## src/rtl/board_link_rx.sv

```systemverilog
// rtl/board_link_rx.sv - inter-board link receive conditioning: sync, glitch filter, shot events
module board_link_rx #(
  parameter int SYNC_STAGES   = 2,
  parameter int STABLE_CYCLES = 8,
  parameter int CORD_WIDTH    = 8
) (
  input  logic                  clk,
  input  logic                  rst,
  input  logic                  ready_in,
  input  logic                  hit_in,
  input  logic [CORD_WIDTH-1:0] cords_in,
  output logic                  ready,
  output logic                  hit,
  output logic                  ready_rise,
  output logic                  ready_fall,
  output logic                  hit_rise,
  output logic [CORD_WIDTH-1:0] cords,
  output logic                  cords_valid,
  output logic [7:0]            reject_cnt
);

  localparam int         W    = CORD_WIDTH + 2;
  localparam logic [7:0] LAST = 8'(STABLE_CYCLES - 1);

  if (STABLE_CYCLES < 2 || STABLE_CYCLES > 255) begin : g_bad_stable
    $error("board_link_rx: STABLE_CYCLES must be within 2..255");
  end
  if (SYNC_STAGES < 2 || SYNC_STAGES > 4) begin : g_bad_sync
    $error("board_link_rx: SYNC_STAGES must be within 2..4");
  end

  typedef enum logic [1:0] {
    WAIT_READY = 2'd0,
    SETTLE     = 2'd1,
    ACCEPT     = 2'd2,
    HOLD       = 2'd3
  } state_t;

  logic [W-1:0]          sync_q [SYNC_STAGES];
  logic [W-1:0]          sync_out;
  logic                  lv_in   [2];
  logic                  lv_filt [2];
  logic [CORD_WIDTH-1:0] cd_sync;
  logic [CORD_WIDTH-1:0] cd_cand;
  logic [7:0]            cd_cnt;
  logic                  cd_last;
  logic                  cd_restart;
  logic                  cd_cnt_nz;
  logic                  ready_prev;
  logic                  hit_prev;
  logic                  accepted;
  state_t                state;
  state_t                state_nxt;

  // Plain flop chain per input bit; nothing sits between the stages
  always_ff @(posedge clk or negedge rst) begin
    if (!rst) begin
      for (int i = 0; i < SYNC_STAGES; i++) sync_q[i] <= '0;
    end else begin
      sync_q[0] <= {ready_in, hit_in, cords_in};
      for (int i = 1; i < SYNC_STAGES; i++) sync_q[i] <= sync_q[i-1];
    end
  end

  assign sync_out = sync_q[SYNC_STAGES-1];
  assign lv_in[0] = sync_out[W-1];
  assign lv_in[1] = sync_out[W-2];
  assign cd_sync  = sync_out[CORD_WIDTH-1:0];

  // Lane 0 filters ready, lane 1 filters hit
  for (genvar g = 0; g < 2; g++) begin : g_lv
    logic       cand_q;
    logic [7:0] cnt_q;
    logic       filt_q;

    // Restart on any change, otherwise count up; publish once the run is long enough
    always_ff @(posedge clk or negedge rst) begin
      if (!rst) begin
        cand_q <= 1'b0;
        cnt_q  <= '0;
        filt_q <= 1'b0;
      end else begin
        if (lv_in[g] != cand_q) begin
          cand_q <= lv_in[g];
          cnt_q  <= '0;
        end else if (cnt_q != LAST) begin
          cnt_q <= cnt_q + 8'd1;
        end
        if (cnt_q == LAST) filt_q <= cand_q;
      end
    end

    assign lv_filt[g] = filt_q;
  end

  // Coordinate stability tracker; the FSM consumes candidate and run length directly
  always_ff @(posedge clk or negedge rst) begin
    if (!rst) begin
      cd_cand <= '0;
      cd_cnt  <= '0;
    end else if (cd_restart) begin
      cd_cand <= cd_sync;
      cd_cnt  <= '0;
    end else if (!cd_last) begin
      cd_cnt <= cd_cnt + 8'd1;
    end
  end

  assign cd_last    = (cd_cnt == LAST);
  assign cd_restart = (cd_sync != cd_cand);
  assign cd_cnt_nz  = (cd_cnt != 8'd0);

  assign ready = lv_filt[0];
  assign hit   = lv_filt[1];

  // Previous filtered levels for edge detection
  always_ff @(posedge clk or negedge rst) begin
    if (!rst) begin
      ready_prev <= 1'b0;
      hit_prev   <= 1'b0;
    end else begin
      ready_prev <= ready;
      hit_prev   <= hit;
    end
  end

  assign ready_rise = ready & ~ready_prev;
  assign ready_fall = ~ready & ready_prev;
  assign hit_rise   = hit & ~hit_prev;

  // FSM state register
  always_ff @(posedge clk or negedge rst) begin
    if (!rst) state <= WAIT_READY;
    else      state <= state_nxt;
  end

  // FSM next state; a ready drop overrides everything, including ACCEPT
  always_comb begin
    state_nxt = state;
    if (ready_fall) begin
      state_nxt = WAIT_READY;
    end else begin
      case (state)
        WAIT_READY: if (ready) state_nxt = SETTLE;
        SETTLE: begin
          if (cd_last) begin
            if (!accepted || (cd_cand != cords)) state_nxt = ACCEPT;
            else                                 state_nxt = HOLD;
          end
        end
        ACCEPT:  state_nxt = HOLD;
        HOLD:    if (cd_restart) state_nxt = SETTLE;
        default: state_nxt = WAIT_READY;
      endcase
    end
  end

  // FSM outputs
  always_comb begin
    cords_valid = 1'b0;
    if (state == ACCEPT && !ready_fall) cords_valid = 1'b1;
  end

  // Accepted coordinate and the once-per-ready-period flag
  always_ff @(posedge clk or negedge rst) begin
    if (!rst) begin
      cords    <= '0;
      accepted <= 1'b0;
    end else if (ready_fall) begin
      accepted <= 1'b0;
    end else if (cords_valid) begin
      cords    <= cd_cand;
      accepted <= 1'b1;
    end
  end

  // Count coordinate runs that were broken while waiting to settle
  always_ff @(posedge clk or negedge rst) begin
    if (!rst) begin
      reject_cnt <= '0;
    end else if (state == SETTLE && cd_restart && cd_cnt_nz && reject_cnt != 8'hFF) begin
      reject_cnt <= reject_cnt + 8'd1;
    end
  end

endmodule

```

## config.mk

```make
export PLATFORM = sky130hd
export DESIGN_NAME = board_link_rx
export DESIGN_NICKNAME = d
export VERILOG_FILES = /design/src/rtl/board_link_rx.sv
export SDC_FILE = /design/constraint.sdc
export NUM_CORES = 1
export LEC_CHECK = 0
export BUFFER_PORTS_ARGS = -buffer_cell sky130_fd_sc_hd__buf_2
export CAP_MARGIN = 20
export CORE_ASPECT_RATIO = 0.75
export CORE_MARGIN = 3
export CORE_UTILIZATION = 48
export CTS_BUF_LIST = sky130_fd_sc_hd__clkbuf_8
export CTS_CLUSTER_DIAMETER = 60
export DETAILED_ROUTE_END_ITERATION = 7
export PLACE_DENSITY = 0.65
export RECOVER_POWER = 25
export SKIP_CTS_REPAIR_TIMING = 1
export SLEW_MARGIN = 30
export SYNTH_ARGS = -nofsm -noshare
export SYNTH_HDL_FRONTEND = slang
export SYNTH_SLANG_ARGS = --single-unit
```

## constraint.sdc

```tcl
create_clock -name clk -period 2.9 [get_ports clk]
set_input_delay 0.58 -clock clk [delete_from_list [all_inputs] [get_ports clk]]
set_output_delay 0.58 -clock clk [all_outputs]
set_load 0.01 [all_outputs]
```

======== After elaboration in Yosys (flattened, before gate mapping) ========
Cells that the tools add are included.
word-level totals
  bits in registers ....................... 77
  logic and storage cells ................. 73
operators by class
  $add $sub $neg .......................... 4
  equality and inequality tests ........... 17
  muxes and demuxes ....................... 15
  bitwise gates (word level) .............. 7
  reduce and logical (&&, ||, !) cells .... 14
operators with widths
  cell                 count
  $mux 8               6
  $add 8x1->8 const B  4
  $eq 8x3->1 const B   3
  $ne 8x3->1 const B   2
  $ne 8x8->1           2
  $ne 3x3->1 const B   3
  $mux 2               4
  $ne 8x8->1 const B   1
  $pmux 2 s4           1
  $reduce_bool 8->1    1
  $reduce_bool 2->1    3
  $eq 2x2->1 const B   2
  $logic_and 1x1->1    4
  $mux 1               4
  $not 1->1            4
  $and 1x1->1          3
  $reduce_and 3->1     1
  $eq 2x1->1 const B   1
  $logic_not 1->1      2
  $logic_not 2->1      1
  $ne 1x1->1           2
  $ne 2x1->1 const B   1
  $reduce_and 2->1     1
  $logic_or 1x1->1     1

======== Logic depth before layout (Yosys ltp) ========
  depth in word-level cells ............... 7
  depth in mapped cells ................... 7
  depth with buffers taken out ............ 6

======== Worst setup path before layout ========
Ideal clock, no wire load.
  path kind ............................... flip-flop to output port
  start ................................... register g_lv[0].filt_q (netlist: ready)
  end ..................................... output port cords_valid
  data arrival time ....................... 1349 ps
  path slack .............................. 971 ps
  cell stages (with the launch flop) ...... 5
  buffers on the path ..................... 1
  cell sequence ........................... dfrtp_1 > nor2b_1 > nand2b_1 > buf_2 > clkinv_1
on the way
  word-level cells in the longest chain between the ends .. 5
ends and longest elaborated chain
  element                 line  RTL
  from (decl)             74    logic filt_q;
  from (signal assigned)  89    if (cnt_q == LAST) filt_q <= cand_q;
  $not 1->1               128   assign ready_fall = ~ready & ready_prev;
  $and 1x1->1             128
  named net ready_fall    15    output logic ready_fall,
  $logic_not 1->1         161   if (state == ACCEPT && !ready_fall) cords_valid = 1'b1;
  $logic_and 1x1->1       161
  $mux 1                  161
  to (decl)               18    output logic cords_valid,
The timed path passes the listed nets, and every way through them passes these cells.

======== Final worst setup path ========
  start ................................... register g_lv[0].filt_q (netlist: ready)
  end ..................................... output port cords_valid
on the way
  word-level cells in the longest chain between the ends .. 5
ends and longest elaborated chain
  element            line
  $not 1->1          128
  $and 1x1->1        128
  $logic_not 1->1    161
  $logic_and 1x1->1  161
  $mux 1             161
No other way between the ends.

==> metrics <==
Vias=1,949; Worst Max-Slew Pin Slew=~1.8 ns; Layout Cells excl Fill=393; Arrival @ worst endpoint=between 2 and 2.5 ns; Syn. warnings=0; gpl congestion=0.7482; Total Neg Setup Slack=0 ns; Main synth FF type=dfrtp_1; CTS tree=yes; remaining global-route overflow=0; Via density=~5.0; Yosys cell types=36; post-placement cell count=377; failing checks=max-capacitance violations, max-slew violations; Min-Delay Path Class=input pin to flip-flop; # diodes=0; Die X=100.4 µm; Synth Register Bits=77; Max IR drop VDD=0.0004110 V; pwr dens=735.5 nW/µm²; Die Y=76.82 µm; post-DP HPWL=3.511 mm; max cap viols=1; DRT antenna net count=0; Post-Route WL=5.064 mm; FMAX=375.5 MHz; vias in the first global route=about 2,000; CTS Buf Count=9; EDFF count, synth=0; Crit. End Element=output port; sequential area share after synthesis=0.6004; leakage=approximately 1.8 nW; die area=7714 µm²; Worst setup SP type=flip-flop; initial antenna violation count=0; DR pass1 iterations=4; CTS root buf=clkbuf_8; CTS Sinks=77; outcome=complete, but fails checks; CTS H-Tree Depth=3; drt drc=0; synthesized area per cell=11.71 µm²; clock skew=0.005273 ns; Fin. Hold Viols=0; worst reg2reg path depth=5; PortBufs=33; period utilization=0.9184; RSZ-0062 raised after global routing=false; Async SR Flop Fraction=1.000; Synth-to-Final Area Change=13.18%; buffer depth of the longest clock path=2; Slew Limit Headroom=-0.2213; worst hold stages=1; Global Route Usage Sum=0.1526; mapped cell area=approximately 3200 µm²; Final Net Count=328; IO Pins=34; row count=25; share of layout cells above drive strength 1=0.1827; crit-path max FO=9; Routed WL per cell=12.89 µm; global-route wire length before repair=9.163 mm; Clock transition at path regs=roughly 0.080 ns; First DRT Iteration DRCs=62; Worst Path Required=2.32 ns; CORE AREA=about 6400 µm²; largest net degree at the start of global routing=78; max-slew violations=78; top cells by count, synth=dfrtp_1, nand2_1, xor2_1; top post-synthesis cells by area=dfrtp_1, xor2_1, ha_1, nand2_1, xnor2_1; initial core utilization=0.5029; area leader, netlist=dfrtp_1; Mapped Cells=274; Synthesized Nets=295; crit path kind=flip-flop to output port; # setup viols final=0; worst-skew pair later-pin latency=0.34 ns; minimum clock period=2.663 ns; Synth top area share=0.6004; count leader, synth=dfrtp_1
## cell usage in the layout (no fill, tap or decap), types with 6 or more instances in the layout
| cell type | n |
|---|---|
| nor2_1 | 27 |
| xor2_1 | 29 |
| dfrtp_1 | 77 |
| xnor2_1 | 12 |
| inv_1 | 7 |
| and3_1 | 8 |
| nand2_1 | 30 |
| nand3_1 | 15 |
| nor3_1 | 6 |
| buf_2 | 32 |
| ha_1 | 9 |
| clkbuf_8 | 9 |
## stage by stage
step                      total power, W  worst slack (ns)  cell area [µm²]  hold slack [ns]  utilization
after global placement          0.001899            0.6909             3436           0.3339       0.5384
after floorplan                 0.001709            0.9710             3209           0.2844            -
after global routing            0.002856           0.09279             3632           0.3035       0.5692
after CTS                       0.002722            0.2329             3635           0.3130       0.5696
final                           0.002672            0.2368             3632           0.3329       0.5692
after detailed placement        0.001913            0.6290             3436           0.3364       0.5384
## layout make-up
cell class / count / area, µm²
sequential: 77 / 1927
timing repair buffer: 33 / 165.2
multi-input combinational: 179 / 1214
inverter: 7 / 26.28
fill: 557 / 2749
clock buffer: 9 / 123.9
tap: 81 / 101.3
clock inverter: 7 / 75.07
## final timing paths
kind | slack (ns) | endpoint | from
worst min register to register | 0.35 | sync_out[9]$_DFF_PN0_ | sync_q[19]$_DFF_PN0_
max in group asynchronous | 1.09 | g_lv[1].cnt_q[2]$_DFFE_PN0P_ | rst
min in group asynchronous | 0.70 | reject_cnt[3]$_DFFE_PN0P_ | rst
worst max register to register | 1.02 | state[1]$_DFFE_PN0P_ | cd_cand[7]$_DFFE_PN0N_
worst min-delay path | 0.33 | sync_q[14]$_DFF_PN0_ | cords_in[4]
worst max-delay path | 0.24 | cords_valid | ready$_DFFE_PN0N_
## power breakdown
part	internal, W	leakage [nW]	total [W]	switching (W)
Combinational	0.000237	0.683	0.000576	0.000339
Clock	0.000400	0.0972	0.000789	0.000389
Sequential	0.00120	0.979	0.00131	0.000104
Total	0.00184	1.76	0.00267	0.000832
## state kept, by name, summed over array words and instances (netlist names), 2 cells and up
name and count:
cd_cnt 8, cords 8, state 2, g_lv.cnt_q 16, sync_out 10, sync_q 10, cd_cand 8, reject_cnt 8
g_lv.cand_q 2
## metal layers
layer	vias to the layer above	track usage	part of all wire
met5	-	0	0
met4	0	0.05249	0.010
met3	6	0.06000	0.045
met2	35	0.2222	0.44
met1	934	0.2087	0.50
li1	974	-	-
## cell families (layout without fill, tap and decap cells)
| family | count (synthesis) | after routing | synth area share |
|---|---|---|---|
| mux | 7 | 7 | 0.02339 |
| fa+ha+maj | 9 | 9 | 0.03509 |
| xor+xnor | 41 | 41 | 0.1119 |
| simple gates | 110 | 110 | 0.1817 |
| buf+inv | 18 | 56 | 0.02144 |
| flops | 77 | 77 | 0.6004 |
| compound gates | 12 | 12 | 0.02612 |
## critical path: stages, from the launching register on
cell,delay (ns)
dfrtp_1,0.42
nor2b_1,0.36
nand2b_1,0.40
clkinv_1,0.33
buf_2,0.23
Power figures use the tool's default switching activity.
